File: config.mk
export PLATFORM = sky130hd
export DESIGN_NAME = mem_bus_arbiter
export DESIGN_NICKNAME = d
export VERILOG_FILES = /design/src/rtl/mem_bus_arbiter.sv
export SDC_FILE = /design/constraint.sdc
export NUM_CORES = 1
export LEC_CHECK = 0
export BUFFER_PORTS_ARGS = -buffer_cell sky130_fd_sc_hd__buf_2
export CORE_MARGIN = 5
export CORE_UTILIZATION = 40
export DETAILED_ROUTE_END_ITERATION = 10
export PLACE_DENSITY = 0.76
export SKIP_LAST_GASP = 1
export SLEW_MARGIN = 20
export SYNTH_ARGS = -nofsm -noshare
export SYNTH_HDL_FRONTEND = slang
export SYNTH_SLANG_ARGS = --single-unit
File: constraint.sdc
create_clock -name clk_i -period 1.6 [get_ports clk_i]
set_input_delay 0.48 -clock clk_i [delete_from_list [all_inputs] [get_ports clk_i]]
set_output_delay 0.48 -clock clk_i [all_outputs]
set_load 0.05 [all_outputs]
File: src/rtl/mem_bus_arbiter.sv
`default_nettype none
// ============================================================================
// Module      : mem_bus_arbiter
// Description : Shares one SRAM-like bus between the instruction-fetch port
//               and the data port. The data port has fixed priority. Completed
//               read data is held until the pipeline advances, so a fetch or
//               load is never re-issued while the pipeline is stalled.
//               Optional macro ARB_PERF_EN adds 32-bit stall-cycle counters.
// Revision    : 1.0 - initial release
// ============================================================================
module mem_bus_arbiter #(
    parameter logic [1:0] INST_SIZE = 2'b10
) (
    input  logic        clk_i,
    input  logic        rst_i,
    // instruction port
    input  logic        inst_req_i,
    input  logic [31:0] inst_addr_i,
    output logic [31:0] inst_rdata_o,
    output logic        stallreq_from_if_o,
    // data port
    input  logic        data_en_i,
    input  logic        data_we_i,
    input  logic [3:0]  data_sel_i,
    input  logic [1:0]  data_size_i,
    input  logic [31:0] data_addr_i,
    input  logic [31:0] data_wdata_i,
    output logic [31:0] data_rdata_o,
    output logic        stallreq_from_mem_o,
    // pipeline control
    input  logic        pipe_advance_i,
    input  logic        flush_i,
    // external bus
    output logic        bus_req_o,
    output logic        bus_wr_o,
    output logic [1:0]  bus_size_o,
    output logic [31:0] bus_addr_o,
    output logic [31:0] bus_wdata_o,
    output logic [3:0]  bus_wstrb_o,
    input  logic        bus_addr_ok_i,
    input  logic        bus_data_ok_i,
    input  logic [31:0] bus_rdata_i,
    // performance counters
    output logic [31:0] perf_if_stall_o,
    output logic [31:0] perf_mem_stall_o
);

    localparam logic [2:0] c_ST_IDLE   = 3'd0;
    localparam logic [2:0] c_ST_D_ADDR = 3'd1;
    localparam logic [2:0] c_ST_D_WAIT = 3'd2;
    localparam logic [2:0] c_ST_I_ADDR = 3'd3;
    localparam logic [2:0] c_ST_I_WAIT = 3'd4;

    logic [2:0]  r_state;
    logic [2:0]  w_next_state;

    logic        r_inst_done;
    logic        r_data_done;
    logic        r_inst_discard;
    logic [31:0] r_inst_buf;
    logic [31:0] r_data_buf;

    // request fields latched when a transaction starts
    logic [31:0] r_addr;
    logic [31:0] r_wdata;
    logic [3:0]  r_wstrb;
    logic        r_wr;
    logic [1:0]  r_size;

    logic        w_d_pend;
    logic        w_i_pend;
    logic        w_start_data;
    logic        w_start_inst;
    logic        w_data_resp;
    logic        w_inst_resp;
    logic        w_inst_keep;
    logic        w_inst_in_flight;

    assign w_d_pend = data_en_i & ~r_data_done;
    assign w_i_pend = inst_req_i & ~r_inst_done;

    // A fetch is not started in the flush cycle: inst_addr_i still carries the
    // squashed PC then, and the redirected PC shows up one cycle later.
    assign w_start_data = (r_state == c_ST_IDLE) & w_d_pend;
    assign w_start_inst = (r_state == c_ST_IDLE) & ~w_d_pend & w_i_pend & ~flush_i;

    assign w_data_resp      = (r_state == c_ST_D_WAIT) & bus_data_ok_i;
    assign w_inst_resp      = (r_state == c_ST_I_WAIT) & bus_data_ok_i;
    assign w_inst_keep      = w_inst_resp & ~r_inst_discard & ~flush_i;
    assign w_inst_in_flight = (r_state == c_ST_I_ADDR) | (r_state == c_ST_I_WAIT);

    assign stallreq_from_mem_o = w_d_pend;
    assign stallreq_from_if_o  = w_i_pend;
    assign inst_rdata_o        = r_inst_buf;
    assign data_rdata_o        = r_data_buf;

    // State register
    always_ff @(posedge clk_i) begin
        if (rst_i) begin
            r_state <= c_ST_IDLE;
        end else begin
            r_state <= w_next_state;
        end
    end

    // Next-state logic: data wins in IDLE; requests are held until accepted
    always_comb begin
        w_next_state = r_state;
        case (r_state)
            c_ST_IDLE: begin
                if (w_start_data) begin
                    w_next_state = c_ST_D_ADDR;
                end else if (w_start_inst) begin
                    w_next_state = c_ST_I_ADDR;
                end
            end
            c_ST_D_ADDR: if (bus_addr_ok_i) w_next_state = c_ST_D_WAIT;
            c_ST_D_WAIT: if (bus_data_ok_i) w_next_state = c_ST_IDLE;
            c_ST_I_ADDR: if (bus_addr_ok_i) w_next_state = c_ST_I_WAIT;
            c_ST_I_WAIT: if (bus_data_ok_i) w_next_state = c_ST_IDLE;
            default:     w_next_state = c_ST_IDLE;
        endcase
    end

    // Bus outputs: drive the latched request only while it is being offered
    always_comb begin
        bus_req_o   = 1'b0;
        bus_wr_o    = 1'b0;
        bus_size_o  = 2'b00;
        bus_addr_o  = 32'h0;
        bus_wdata_o = 32'h0;
        bus_wstrb_o = 4'h0;
        if ((r_state == c_ST_D_ADDR) || (r_state == c_ST_I_ADDR)) begin
            bus_req_o   = 1'b1;
            bus_wr_o    = r_wr;
            bus_size_o  = r_size;
            bus_addr_o  = r_addr;
            bus_wdata_o = r_wdata;
            bus_wstrb_o = r_wstrb;
        end
    end

    // Latch request fields at transaction start
    always_ff @(posedge clk_i) begin
        if (rst_i) begin
            r_addr  <= 32'h0;
            r_wdata <= 32'h0;
            r_wstrb <= 4'h0;
            r_wr    <= 1'b0;
            r_size  <= 2'b00;
        end else if (w_start_data) begin
            r_addr  <= data_addr_i;
            r_wdata <= data_wdata_i;
            r_wstrb <= data_we_i ? data_sel_i : 4'h0;
            r_wr    <= data_we_i;
            r_size  <= data_size_i;
        end else if (w_start_inst) begin
            r_addr  <= inst_addr_i;
            r_wdata <= 32'h0;
            r_wstrb <= 4'h0;
            r_wr    <= 1'b0;
            r_size  <= INST_SIZE;
        end
    end

    // Response capture and done/discard flags; completion beats a same-cycle
    // advance, while a flush always squashes the result it coincides with
    always_ff @(posedge clk_i) begin
        if (rst_i) begin
            r_inst_done    <= 1'b0;
            r_data_done    <= 1'b0;
            r_inst_discard <= 1'b0;
            r_inst_buf     <= 32'h0;
            r_data_buf     <= 32'h0;
        end else begin
            if (w_data_resp) begin
                r_data_buf <= bus_rdata_i;
            end
            if (w_data_resp && !flush_i) begin
                r_data_done <= 1'b1;
            end else if (pipe_advance_i || flush_i) begin
                r_data_done <= 1'b0;
            end

            if (w_inst_keep) begin
                r_inst_buf <= bus_rdata_i;
            end
            if (w_inst_keep) begin
                r_inst_done <= 1'b1;
            end else if (pipe_advance_i || flush_i) begin
                r_inst_done <= 1'b0;
            end

            // an in-flight fetch for a squashed PC still finishes on the bus
            if (w_inst_resp) begin
                r_inst_discard <= 1'b0;
            end else if (flush_i && w_inst_in_flight) begin
                r_inst_discard <= 1'b1;
            end
        end
    end

`ifdef ARB_PERF_EN
    logic [31:0] r_perf_if;
    logic [31:0] r_perf_mem;

    // Count stall cycles per port, wrapping naturally
    always_ff @(posedge clk_i) begin
        if (rst_i) begin
            r_perf_if  <= 32'h0;
            r_perf_mem <= 32'h0;
        end else begin
            if (w_i_pend) r_perf_if  <= r_perf_if + 32'd1;
            if (w_d_pend) r_perf_mem <= r_perf_mem + 32'd1;
        end
    end

    assign perf_if_stall_o  = r_perf_if;
    assign perf_mem_stall_o = r_perf_mem;
`else
    assign perf_if_stall_o  = 32'h0;
    assign perf_mem_stall_o = 32'h0;
`endif

endmodule
`default_nettype wire

==> results of run 1 <==
## state kept, by name, indices dropped and copies added, names as in the netlist
name and flops:
r_inst_discard 1, r_state 3, data_rdata_o 32, r_inst_done 1, r_wdata 32, r_data_done 1, r_size 2, inst_rdata_o 32
r_addr 32, r_wr 1, r_wstrb 4
## metrics by stage
stage | total power, W | instance area (sq um) | setup WS, ns | hold slack, ns | util
floorplan | 0.008970 | 6635 | -0.1069 | 0.4454 | -
global placement | 0.01060 | 7993 | -0.1223 | 0.4388 | 0.5238
detailed placement | 0.01066 | 7993 | -0.1658 | 0.4434 | 0.5238
CTS | 0.01509 | 8852 | -0.4296 | 0.2874 | 0.5802
global route | 0.01782 | 9824 | -0.4741 | 0.2931 | 0.6439
finish | 0.01705 | 9824 | -0.4288 | 0.3059 | 0.6439
## worst max path at each step
stage	start	endpoint	cells after the start
4_1_cts	r_state[0]	bus_wdata_o[0]	4
6_report	r_state[0]	bus_wdata_o[13]	5
2_1_floorplan	r_state[0]	bus_addr_o[0]	4
5_1_grt	r_state[0]	bus_wstrb_o[1]	5
3_3_place_gp	flush_i	r_addr[24]	6
3_5_place_dp	flush_i	r_addr[3]	6
## power groups by stage
stage          clock network (W)  logic [W]  registers (W)
6_report                 0.00403    0.00848        0.00454
4_1_cts                  0.00407    0.00653        0.00449
3_3_place_gp                   0    0.00606        0.00454
2_1_floorplan                  0    0.00415        0.00482
3_5_place_dp                   0    0.00611        0.00455
5_1_grt                  0.00427    0.00895        0.00460
## cell usage after synthesis
cell / instances
nand2_1: 162
dfxtp_1: 141
a21oi_1: 100
nor2_1: 76
and2_1: 72
buf_4: 64
clkbuf_1: 35
a22oi_1: 34
a211oi_1: 24
buf_2: 23
a211oi_2: 10
nor2b_1: 5
a32oi_1: 4
buf_6: 4
inv_1: 3
nor3_1: 3
nor4b_1: 2
or3_1: 2
a2111oi_0: 1
a22o_1: 1
a311oi_1: 1
a31o_2: 1
a31oi_1: 1
and3b_1: 1
and4b_1: 1
conb_1: 1
nand2b_1: 1
nand3b_1: 1
nand4b_1: 1
nor3_2: 1
nor3b_2: 1
o21a_1: 1
o21ai_0: 1
o21ai_1: 1
o311a_1: 1
## cells by family after synthesis
group                  after synthesis  share of synthesized area
AND/OR/NAND/NOR                    329                     0.2371
AO/OA/AOI/OAI                      181                     0.1861
flip-flops                         141                     0.4510
buffers and inverters              129                     0.1251
other                                1                  0.0005992
## worst max-delay path: stages, from the launching register on
cell and delay (ns):
dfxtp_2 0.32, nor2b_4 0.12, buf_4 0.15, clkbuf_16 0.17, and2_2 0.21, buf_8 0.15
## per-layer routing
metal,vias to the layer above,share of wire,global-route usage
li1,3067,-,-
met1,3091,0.39,0.2359
met2,317,0.49,0.3501
met3,36,0.095,0.06557
met4,2,0.020,0.07447
met5,-,0.00031,0
## final cells by class
class / instances / area [sq um] / area share
multi-input cells: 574 / 3199 / 0.3256
well taps: 211 / 264.0 / 0.02687
inverters: 3 / 11.26 / 0.001146
clock inverters: 11 / 131.4 / 0.01337
repair buffers: 341 / 2920 / 0.2972
flip-flops and latches: 141 / 2828 / 0.2878
clock buffers: 21 / 470.5 / 0.04789
## what timing repair did
item                                    4_1_cts  5_1_grt
gates resized for setup                      79      158
endpoints found under the hold margin         0        0
buffers inserted                              1        7
cloned                                        2       17
endpoints found under the setup margin      102      142
hold buffers                                  0        0
pin swaps                                     1       31
==> flow_summary.json, run 1 <==
{
  "status": "complete, but fails checks",
  "violations": "negative setup slack",
  "report.final.slew_viol_count": 0,
  "viasPerCell": 5.002,
  "first_pass_iters": 5,
  "grt_overflow_total": 0,
  "hp-start": "inst_addr_i[18]",
  "clock_skew_ns": 0.007499,
  "h-tree-depth": 4,
  "gp_congestion": 0.8197,
  "diodes": 0,
  "layout_commonest_cell": "buf_2",
  "area_growth_pct": 56.98,
  "p_per_area_nw_per_um2": 1736,
  "crit_path_end_kind": "output port",
  "cts.sinks": 141,
  "clk_pin_slew_ns": 0.06,
  "reg2regPathDepth": 8,
  "holdPathStages": 3,
  "netlist.top_cell.by_area": "dfxtp_1",
  "clkPwrFrac": 0.236,
  "drive_gt1_frac": 0.4528,
  "finalHoldViolCount": 0,
  "timing.rr.start": "r_state[0]",
  "grt_pass1_wl_mm": 29.64,
  "ys_seq_elements": 141,
  "clock.fmax_ghz": 0.4929,
  "stdcell_count": 1302,
  "min_period_ns": 2.029,
  "die_h_microns": 135.1,
  "rsz0062_at_grt": "yes",
  "initial_core_util": 0.4102,
  "min_to": "r_addr[18]",
  "most-common-layout-cells": "buf_2 (205), nand2_1 (162), dfxtp_1 (137)",
  "totalWireLength_mm": 22.79,
  "clockBufferDepth": 2,
  "antenna_found_initial": 1,
  "drc": 0,
  "clk_root_buffer_cell": "clkbuf_16",
  "vias": 6513,
  "grt_pass1_vias": 5909,
  "nFillCells": 1236,
  "fin_setup_tns_ns": -28.18,
  "p_leak_nw": 4.470,
  "tritoncts.num_buffers": 17,
  "cp.required_ns": 1.12,
  "worst_slew_pin_slew_ns": 0.6033,
  "synth_cell_type_count": 35,
  "avgRoutedWirePerCell_microns": 17.51,
  "r2r_setup_slack_ns": -0.09,
  "hpwl_mm": 13.43,
  "p_int_w": 0.01024,
  "synth_area_leaders": "dfxtp_1 (45%), nand2_1 (9.7%), a21oi_1 (8.0%), buf_4 (7.7%), and2_1 (7.2%)",
  "numPortBuffers": 280,
  "worstSetupPathType": "reg -> out",
  "combPwrFrac": 0.497,
  "crit_path_start_kind": "flip-flop",
  "core_sq_um": 15260,
  "yosysSeqAreaShare": 0.4510,
  "p_seq_frac": 0.266,
  "dieArea_sq_um": 18250,
  "synth_top_area_frac": 0.4510,
  "avgSynthCellArea_sq_um": 8.013,
  "power_switching_share": 0.3997,
  "final-setup-viol-count": 82,
  "min_period_over_period": 1.268,
  "min_path_type": "in -> reg",
  "worstPathMaxFanout": 17,
  "peakVddDrop_mv": 0.9660,
  "setup_slack_ns": -0.4288,
  "drtAntennaViolNets": 0,
  "cts_tree": "done",
  "die_width_microns": 135.1,
  "arrival_ns": 1.55,
  "syn_area_sq_um": 6259,
  "ys_warn_count": 0,
  "dp_cells": 1244,
  "rows": 45,
  "first_iter_violations": 458,
  "clock_latency_ns": 0.42,
  "slew_headroom": 0.5921,
  "gr-usage-all-layers": 0.2032,
  "p_switching_w": 0.006816,
  "maxCapViolCount": 0,
  "io_pins": 345,
  "grt_max_degree": 54,
  "nets": 1221,
  "r2r-end": "r_state[1]",
  "synthCells": 781
}
Power figures use the tool's default switching activity.
==> inputs of run 2 (changes only) <==
--- a/config.mk
+++ b/config.mk
@@ -10,6 +10,7 @@
 export CORE_UTILIZATION = 40
 export DETAILED_ROUTE_END_ITERATION = 10
 export PLACE_DENSITY = 0.76
+export REMOVE_ABC_BUFFERS = 1
 export SKIP_LAST_GASP = 1
 export SLEW_MARGIN = 20
 export SYNTH_ARGS = -nofsm -noshare
==> flow_summary.json, run 2 (synthesis results as in run 1) <==
{
  "nets": 1213,
  "clock_skew_ns": 0.007328,
  "rsz0062_at_grt": "yes",
  "first_pass_iters": 7,
  "tritoncts.num_buffers": 17,
  "initial_core_util": 0.4102,
  "cts_tree": "done",
  "clock.fmax_ghz": 0.4972,
  "fin_setup_tns_ns": -27.03,
  "grt_max_degree": 57,
  "maxCapViolCount": 0,
  "status": "complete, but fails checks",
  "violations": "negative setup slack",
  "io_pins": 345,
  "h-tree-depth": 4,
  "crit_path_end_kind": "output port",
  "gp_congestion": 0.8763,
  "grt_overflow_total": 0,
  "crit_path_start_kind": "flip-flop",
  "viasPerCell": 4.961,
  "area_growth_pct": 53.04,
  "clock_latency_ns": 0.40,
  "worstSetupPathType": "reg -> out",
  "setup_slack_ns": -0.4111,
  "die_width_microns": 135.1,
  "clockBufferDepth": 2,
  "layout_commonest_cell": "buf_2",
  "die_h_microns": 135.1,
  "numPortBuffers": 280,
  "gr-usage-all-layers": 0.2051,
  "cts.sinks": 141,
  "p_per_area_nw_per_um2": 1721,
  "arrival_ns": 1.53,
  "p_leak_nw": 4.325,
  "first_iter_violations": 458,
  "final-setup-viol-count": 102,
  "clk_root_buffer_cell": "clkbuf_16",
  "grt_pass1_vias": 5975,
  "antenna_found_initial": 1,
  "min_period_ns": 2.011,
  "peakVddDrop_mv": 0.9488,
  "drive_gt1_frac": 0.4056,
  "min_period_over_period": 1.257,
  "hpwl_mm": 14.02,
  "cp.required_ns": 1.12,
  "clk_pin_slew_ns": 0.06,
  "vias": 6405,
  "cts_hold_buf": 0,
  "drtAntennaViolNets": 0,
  "dieArea_sq_um": 18250,
  "diodes": 0,
  "fin_util": 0.6277,
  "totalWireLength_mm": 21.96,
  "drc": 0,
  "grt_pass1_wl_mm": 30.38,
  "report.final.slew_viol_count": 0,
  "most-common-layout-cells": "buf_2 (205), nand2_1 (162), dfxtp_1 (136)",
  "avgRoutedWirePerCell_microns": 17.01,
  "rows": 45,
  "min_path_type": "in -> reg",
  "finalHoldViolCount": 0,
  "core_sq_um": 15260,
  "worstPathMaxFanout": 12
}
-- run 2: layout make-up --
type	count	area (sq um)
fill	1252	5680
multi-input combinational	574	3168
sequential	141	2829
timing repair buffer	333	2694
clock buffer	22	474.2
tap	211	264.0
clock inverter	7	137.6
inverter	3	11.26
-- run 2: final timing paths --
kind	startpoint	end	slack, ns	cells after the start
max	r_state[0]	bus_wdata_o[2]	-0.41	5
min	inst_addr_i[12]	r_addr[12]	0.32	3
max reg2reg	r_state[0]	r_wstrb[1]	-0.06	8
min reg2reg	data_rdata_o[5]	data_rdata_o[5]	0.45	2
-- run 2: worst max-delay path, cell delays in order (launching register included) --
cell,delay (ns)
dfxtp_2,0.32
nor2b_4,0.15
buf_12,0.15
buf_12,0.14
and2_1,0.19
buf_6,0.18
-- run 2: through the flow --
| step | total power [W] | instance area [sq um] | cells | hold slack [ns] | worst slack (ns) |
|---|---|---|---|---|---|
| finish | 0.01649 | 9578 | 1291 | 0.3157 | -0.4111 |
| global route | 0.01720 | 9578 | 1291 | 0.3025 | -0.4611 |
| CTS | 0.01495 | 8798 | 1279 | 0.2945 | -0.4474 |
| detailed placement | 0.01039 | 7851 | 1246 | 0.4434 | -0.1376 |
| global placement | 0.01032 | 7851 | 1246 | 0.4387 | -0.09866 |
| floorplan | 0.008199 | 5723 | 718 | 0.4455 | -2.197 |
-- run 2: what timing repair did --
action | 4_1_cts | 5_1_grt
setup endpoints to repair | 107 | 141
setup buffers | 3 | 6
pin swaps | 7 | 11
resized for setup | 102 | 139
cloned | 1 | 9
-- run 2: routing by layer --
metal / part of all wire / track usage / vias to the layer above
met4: 0.027 / 0.08007 / 2
met3: 0.070 / 0.04657 / 47
met2: 0.51 / 0.3562 / 297
met1: 0.39 / 0.2457 / 3021
li1: - / - / 3038
met5: 0.00032 / 0 / -
-- run 2: power by group --
| group | internal, W | switching, W | total [W] |
|---|---|---|---|
| clock | 0.00270 | 0.00140 | 0.00410 |
| combinational | 0.00317 | 0.00468 | 0.00785 |
| sequential | 0.00417 | 0.000373 | 0.00454 |
